$ cat config.mk
export PLATFORM = sky130hd
export DESIGN_NAME = plic_claim_master
export DESIGN_NICKNAME = d
export VERILOG_FILES = /design/src/rtl/plic_pkg.sv /design/src/rtl/sat_counter.sv /design/src/rtl/plic_claim_master.sv
export SDC_FILE = /design/constraint.sdc
export NUM_CORES = 1
export LEC_CHECK = 0
export BUFFER_PORTS_ARGS = -buffer_cell sky130_fd_sc_hd__buf_2
export CAP_MARGIN = 30
export CORE_MARGIN = 2
export CORE_UTILIZATION = 38
export DETAILED_ROUTE_END_ITERATION = 12
export PLACE_DENSITY = 0.76
export SETUP_SLACK_MARGIN = 0.5
export SYNTH_ARGS = -nofsm -noshare
export SYNTH_HDL_FRONTEND = slang
export SYNTH_SLANG_ARGS = --single-unit
$ cat constraint.sdc
create_clock -name clk -period 1.7 [get_ports clk]
set_input_delay 0.34 -clock clk [delete_from_list [all_inputs] [get_ports clk]]
set_output_delay 0.34 -clock clk [all_outputs]
set_load 0.005 [all_outputs]
$ cat src/rtl/plic_pkg.sv
// Shared definitions for the PLIC hart-side claim master.
//   - DefaultClaimAddr : claim/complete register address for context 0
//   - DefaultIdW       : interrupt ID width
//   - plic_state_e     : claim FSM state encoding
package plic_pkg;

  localparam logic [23:0] DefaultClaimAddr = 24'h200004;
  localparam int unsigned DefaultIdW       = 8;

  typedef enum logic [2:0] {
    StIdle     = 3'd0,
    StClaim    = 3'd1,
    StWaitRd   = 3'd2,
    StPend     = 3'd3,
    StActive   = 3'd4,
    StComplete = 3'd5
  } plic_state_e;

endpackage

$ cat src/rtl/sat_counter.sv
// Saturating up-counter with asynchronous active-low reset.
//   clk_i   : clock
//   rst_ni  : async active-low reset, clears the count
//   inc_i   : increment request, ignored once the count is all-ones
//   count_o : current count
module sat_counter #(
  parameter int unsigned Width = 8
) (
  input  logic             clk_i,
  input  logic             rst_ni,
  input  logic             inc_i,
  output logic [Width-1:0] count_o
);

  logic [Width-1:0] count_d, count_q;

  always_comb begin
    count_d = count_q;
    if (inc_i && (count_q != {Width{1'b1}})) begin
      count_d = count_q + 1'b1;
    end
  end

  always_ff @(posedge clk_i or negedge rst_ni) begin
    if (!rst_ni) begin
      count_q <= '0;
    end else begin
      count_q <= count_d;
    end
  end

  assign count_o = count_q;

endmodule

$ cat src/rtl/plic_claim_master.sv
// Hart-side claim/complete initiator for the PLIC register port (context 0).
// Claims on plic_notif & mie, presents the ID to the trap logic, and writes
// the same ID back to the claim/complete register once the handler retires.
//   clk, rstn                 : clock, async active-low reset
//   plic_notif                : PLIC has an interrupt to claim
//   plic_ren/wen/addr/wdata   : register port strobes, address and write data
//   plic_rdata                : read data, valid the cycle after plic_ren
//   mie                       : global machine interrupt enable
//   irq_pending, irq_id       : claimed interrupt presented to the core
//   trap_ack, irq_done        : trap entry / handler retirement pulses
//   busy                      : FSM not idle
//   spurious_cnt              : saturating count of empty/out-of-range claims
module plic_claim_master
  import plic_pkg::*;
#(
  parameter logic [23:0] CLAIM_ADDR = DefaultClaimAddr,
  parameter int unsigned ID_W       = DefaultIdW,
  parameter int unsigned CNT_W      = 8
) (
  input  logic             clk,
  input  logic             rstn,
  input  logic             plic_notif,
  output logic             plic_ren,
  output logic             plic_wen,
  output logic [23:0]      plic_addr,
  output logic [31:0]      plic_wdata,
  input  logic [31:0]      plic_rdata,
  input  logic             mie,
  output logic             irq_pending,
  output logic [ID_W-1:0]  irq_id,
  input  logic             trap_ack,
  input  logic             irq_done,
  output logic             busy,
  output logic [CNT_W-1:0] spurious_cnt
);

  plic_state_e      state_d, state_q;
  logic [ID_W-1:0]  irq_id_d, irq_id_q;
  logic             ren_d, ren_q;
  logic             wen_d, wen_q;
  logic [23:0]      addr_d, addr_q;
  logic [31:0]      wdata_d, wdata_q;
  logic             pending_d, pending_q;
  logic             busy_d, busy_q;
  logic             spurious;
  logic             spur_inc;

  // An ID of zero or any bit set above the ID field means nothing valid was claimed.
  always_comb begin
    spurious = (plic_rdata[ID_W-1:0] == '0) || ((plic_rdata >> ID_W) != 32'd0);
  end

  always_comb begin
    state_d  = state_q;
    irq_id_d = irq_id_q;
    spur_inc = 1'b0;
    unique case (state_q)
      StIdle: begin
        if (plic_notif && mie) state_d = StClaim;
      end
      StClaim: state_d = StWaitRd;
      StWaitRd: begin
        if (spurious) begin
          spur_inc = 1'b1;
          state_d  = StIdle;
        end else begin
          irq_id_d = plic_rdata[ID_W-1:0];
          state_d  = StPend;
        end
      end
      StPend: begin
        // Handler may retire in the same cycle trap entry is acknowledged.
        if (trap_ack) state_d = irq_done ? StComplete : StActive;
      end
      StActive: begin
        if (irq_done) state_d = StComplete;
      end
      StComplete: state_d = StIdle;
      default: state_d = StIdle;
    endcase
  end

  // Outputs are registered from the next state so they line up with it.
  always_comb begin
    ren_d     = (state_d == StClaim);
    wen_d     = (state_d == StComplete);
    addr_d    = (ren_d || wen_d) ? CLAIM_ADDR : 24'd0;
    wdata_d   = wen_d ? {{(32-ID_W){1'b0}}, irq_id_d} : 32'd0;
    pending_d = (state_d == StPend);
    busy_d    = (state_d != StIdle);
  end

  always_ff @(posedge clk or negedge rstn) begin
    if (!rstn) begin
      state_q   <= StIdle;
      irq_id_q  <= '0;
      ren_q     <= 1'b0;
      wen_q     <= 1'b0;
      addr_q    <= '0;
      wdata_q   <= '0;
      pending_q <= 1'b0;
      busy_q    <= 1'b0;
    end else begin
      state_q   <= state_d;
      irq_id_q  <= irq_id_d;
      ren_q     <= ren_d;
      wen_q     <= wen_d;
      addr_q    <= addr_d;
      wdata_q   <= wdata_d;
      pending_q <= pending_d;
      busy_q    <= busy_d;
    end
  end

  sat_counter #(
    .Width (CNT_W)
  ) u_spurious_cnt (
    .clk_i   (clk),
    .rst_ni  (rstn),
    .inc_i   (spur_inc),
    .count_o (spurious_cnt)
  );

  assign plic_ren    = ren_q;
  assign plic_wen    = wen_q;
  assign plic_addr   = addr_q;
  assign plic_wdata  = wdata_q;
  assign irq_pending = pending_q;
  assign irq_id      = irq_id_q;
  assign busy        = busy_q;

endmodule

==> impl_metrics.yaml <==
final_layout:
  syn2layout_area_growth_pct: 52.8
  final_nets: 301
  seq_area_sq_um: 803
  fillers: 359
  multi_input_area_sq_um: 1010
  layout-drive-gt1-share: 0.593
  diodes: 0
  fin_cells: 315
  stdcell_area_sq_um: 2720
  fin_util: 0.613
critical_path:
  end_kind: "flop"
  criticalPathCategory: "reg -> reg"
  worstPathArrival_ns: 1.91
  timing.rr.end: "irq_id[0]"
  crit_fanout: 10
  critical_path.startpoint_type: "flop"
  r2r_start: "state_q[0]"
  r2r_cells: 5
  rrSetupSlack_ns: -0.05
  required_ns: 1.86
power_and_ir_drop:
  power_density_nw_per_um2: 1110
  leakagePower_nw: 1.43
  peakVddDrop_uv: 511
drt:
  drt-vias-per-instance: 4.70
  wl_per_cell_um: 14.6
  dr.pass1.iters: 4
  routed-via-count: 1481
  drt_wl_total_mm: 4.60
  drtIter0Drc: 126
  ant_nets: 0
  drcViolationCount: 0
sta:
  worst_slew_pin_slew_ns: 0.701
  skew_ns: 0.0110
  slew_violations: 0
  rsz0062_at_grt: "yes"
  fmax_ghz: 0.572
  finalSetupViolations: 9
  slew-limit-headroom: 0.532
  hold_viol_final: 0
  worst_slack_ns: -0.0483
  layout_min_cycle_time_ns: 1.75
  post-route-period-util: 1.03
clocking:
  insertion_delay_ns: 0.29
  cts-buffers-inserted: 5
  htreeDepth: 2
  root_buffer: "clkbuf_8"
  clk_pin_slew_ns: 0.07
  cts_hold_buffers: 0
  cts_max_path_buffers: 2
  cts_tree: "built"
  clkSinkCount: 32
floorplanning:
  pin_count: 114
  coreArea_sq_um: 4440
  start_util: 0.401
  die_h_um: 72.5
  die_w_um: 72.5
  rows: 24
  dieArea_sq_um: 5260
logic_synthesis:
  syn_area_per_cell_sq_um: 11.6
  ys_warn_count: 0
  synth-async-reset-ratio: 1.00
  syn_inst: 154
  yosys_most_used_dff: "dfrtp_1"
  yosys.cell_types.count: 38
  synth_edf_count: 0
  ys_seq_elements: 32
  syn_area_sq_um: 1780
  ys_seq_area_frac: 0.449
min_path:
  hold_class: "in -> async"
placement:
  routabilityCongestion: 0.825
  placedCellCount: 284
  placed_area_sq_um: 2120
  dp_hpwl_mm: 2.71
  pre_cts_ws_ns: -0.344
  io_buffers: 67
global_routing:
  grt.overflow.total: 0
  gr-usage-all-layers: 0.144
  grt_pass1_vias: 1184
  grt_pass1_wl_mm: 5.62
  antenna_found_initial: 0
  grt_max_degree: 33
run_status:
  outcome: "finished with violations"
  violations: "setup timing"
job:
  cap_violations: 0
cell families (layout without fill, tap and decap cells):
kind of cell | after synthesis | count (layout) | synth area share
fa+ha+maj | 1 | 1 | 0.00702
xor+xnor | 7 | 7 | 0.0344
other cells | 1 | 46 | 0.00210
mux | 9 | 9 | 0.0737
simple gates | 38 | 38 | 0.143
compound gates | 16 | 17 | 0.0814
buf+inv | 50 | 113 | 0.209
flops | 32 | 32 | 0.449
flip-flops by register name, summed over array words and instances, names as in the netlist:
| name | flops |
|---|---|
| busy | 1 |
| irq_pending | 1 |
| state_q | 3 |
| plic_addr | 1 |
| u_spurious_cnt.count_o | 8 |
| irq_id | 8 |
| plic_wdata | 8 |
| plic_wen | 1 |
| plic_ren | 1 |
routing by layer:
layer  wire length [um]  vias up  global-route usage  part of all wire
met5                  0        -                   0                 0
met4                 77        0              0.0782             0.017
met3                321        6              0.0361             0.070
met2               2340       88               0.233              0.51
met1               1860      715               0.175              0.40
li1                   -      672                   -                 -
where the power goes:
part           internal (mW)  total, mW  switching [mW]
Clock                  0.435      0.713           0.278
Sequential             0.890       1.01           0.116
Combinational          0.718       1.29           0.577
per-stage QoR:
| stage | hold WS, ns | setup TNS, ns | total power, mW |
|---|---|---|---|
| after detailed placement | 0.425 | -4.62 | 1.75 |
| final | 0.0980 | -0.363 | 3.01 |
| after CTS | 0.123 | 0 | 2.66 |
| after floorplan | 0.0444 | -0.410 | 1.44 |
| after global routing | 0.150 | -0.558 | 3.16 |
| after global placement | 0.419 | -3.66 | 1.73 |
worst max path at each step:
stage / to / depth (start not counted) / slack, ns / from
finish: irq_id[0] / 5 / -0.05 / state_q[0]
global route: irq_id[7] / 5 / -0.07 / state_q[0]
CTS: busy / 6 / 0.04 / plic_rdata[6]
detailed placement: irq_id[5] / 5 / -0.34 / plic_rdata[25]
global placement: busy / 6 / -0.28 / plic_rdata[3]
floorplan: u_spurious_cnt.count_o[1] / 5 / -0.07 / plic_rdata[3]
repair_timing:
action / in CTS / in global routing
pin swaps: 12 / 13
setup endpoints to repair: 35 / 37
gates resized for setup: 20 / 42
buffers inserted: 6 / 16
gates cloned: 1 / 0
cells in the mapped netlist, types with 2 or more instances:
| cell type | count | share of area |
|---|---|---|
| nand4_1 | 2 | 0.0070 |
| mux2_4 | 8 | 0.067 |
| buf_4 | 47 | 0.20 |
| or4_4 | 2 | 0.013 |
| nand2_1 | 3 | 0.0063 |
| and2_1 | 2 | 0.0070 |
| nor4_1 | 7 | 0.025 |
| nor2b_1 | 3 | 0.011 |
| o2111ai_1 | 3 | 0.015 |
| dfrtp_1 | 32 | 0.45 |
| xnor2_1 | 7 | 0.034 |
| and3_1 | 11 | 0.039 |
| o211ai_1 | 2 | 0.0084 |
worst max-delay path, stage by stage (launching register included):
cell and delay [ns]:
dfrtp_1 0.40, or3b_4 0.44, buf_6 0.14, nor3_4 0.17, buf_12 0.18, mux2_4 0.30
layout make-up:
type | count | share of cell area
inverter | 1 | 0.00138
sequential | 32 | 0.295
timing repair buffer | 104 | 0.270
clock inverter | 2 | 0.0129
tap | 52 | 0.0239
clock buffer | 6 | 0.0266
multi-input combinational | 118 | 0.370
layout by cell type (no fill, tap or decap), types with 3 or more instances in the layout:
cell type	n
buf_2	59
dfrtp_1	30
buf_6	24
clkbuf_8	5
and3_4	9
xnor2_1	6
conb_1	46
buf_4	20
nor4_1	3
mux2_4	9
nand2_1	3
Note: power is estimated with default switching activity, not from simulation.
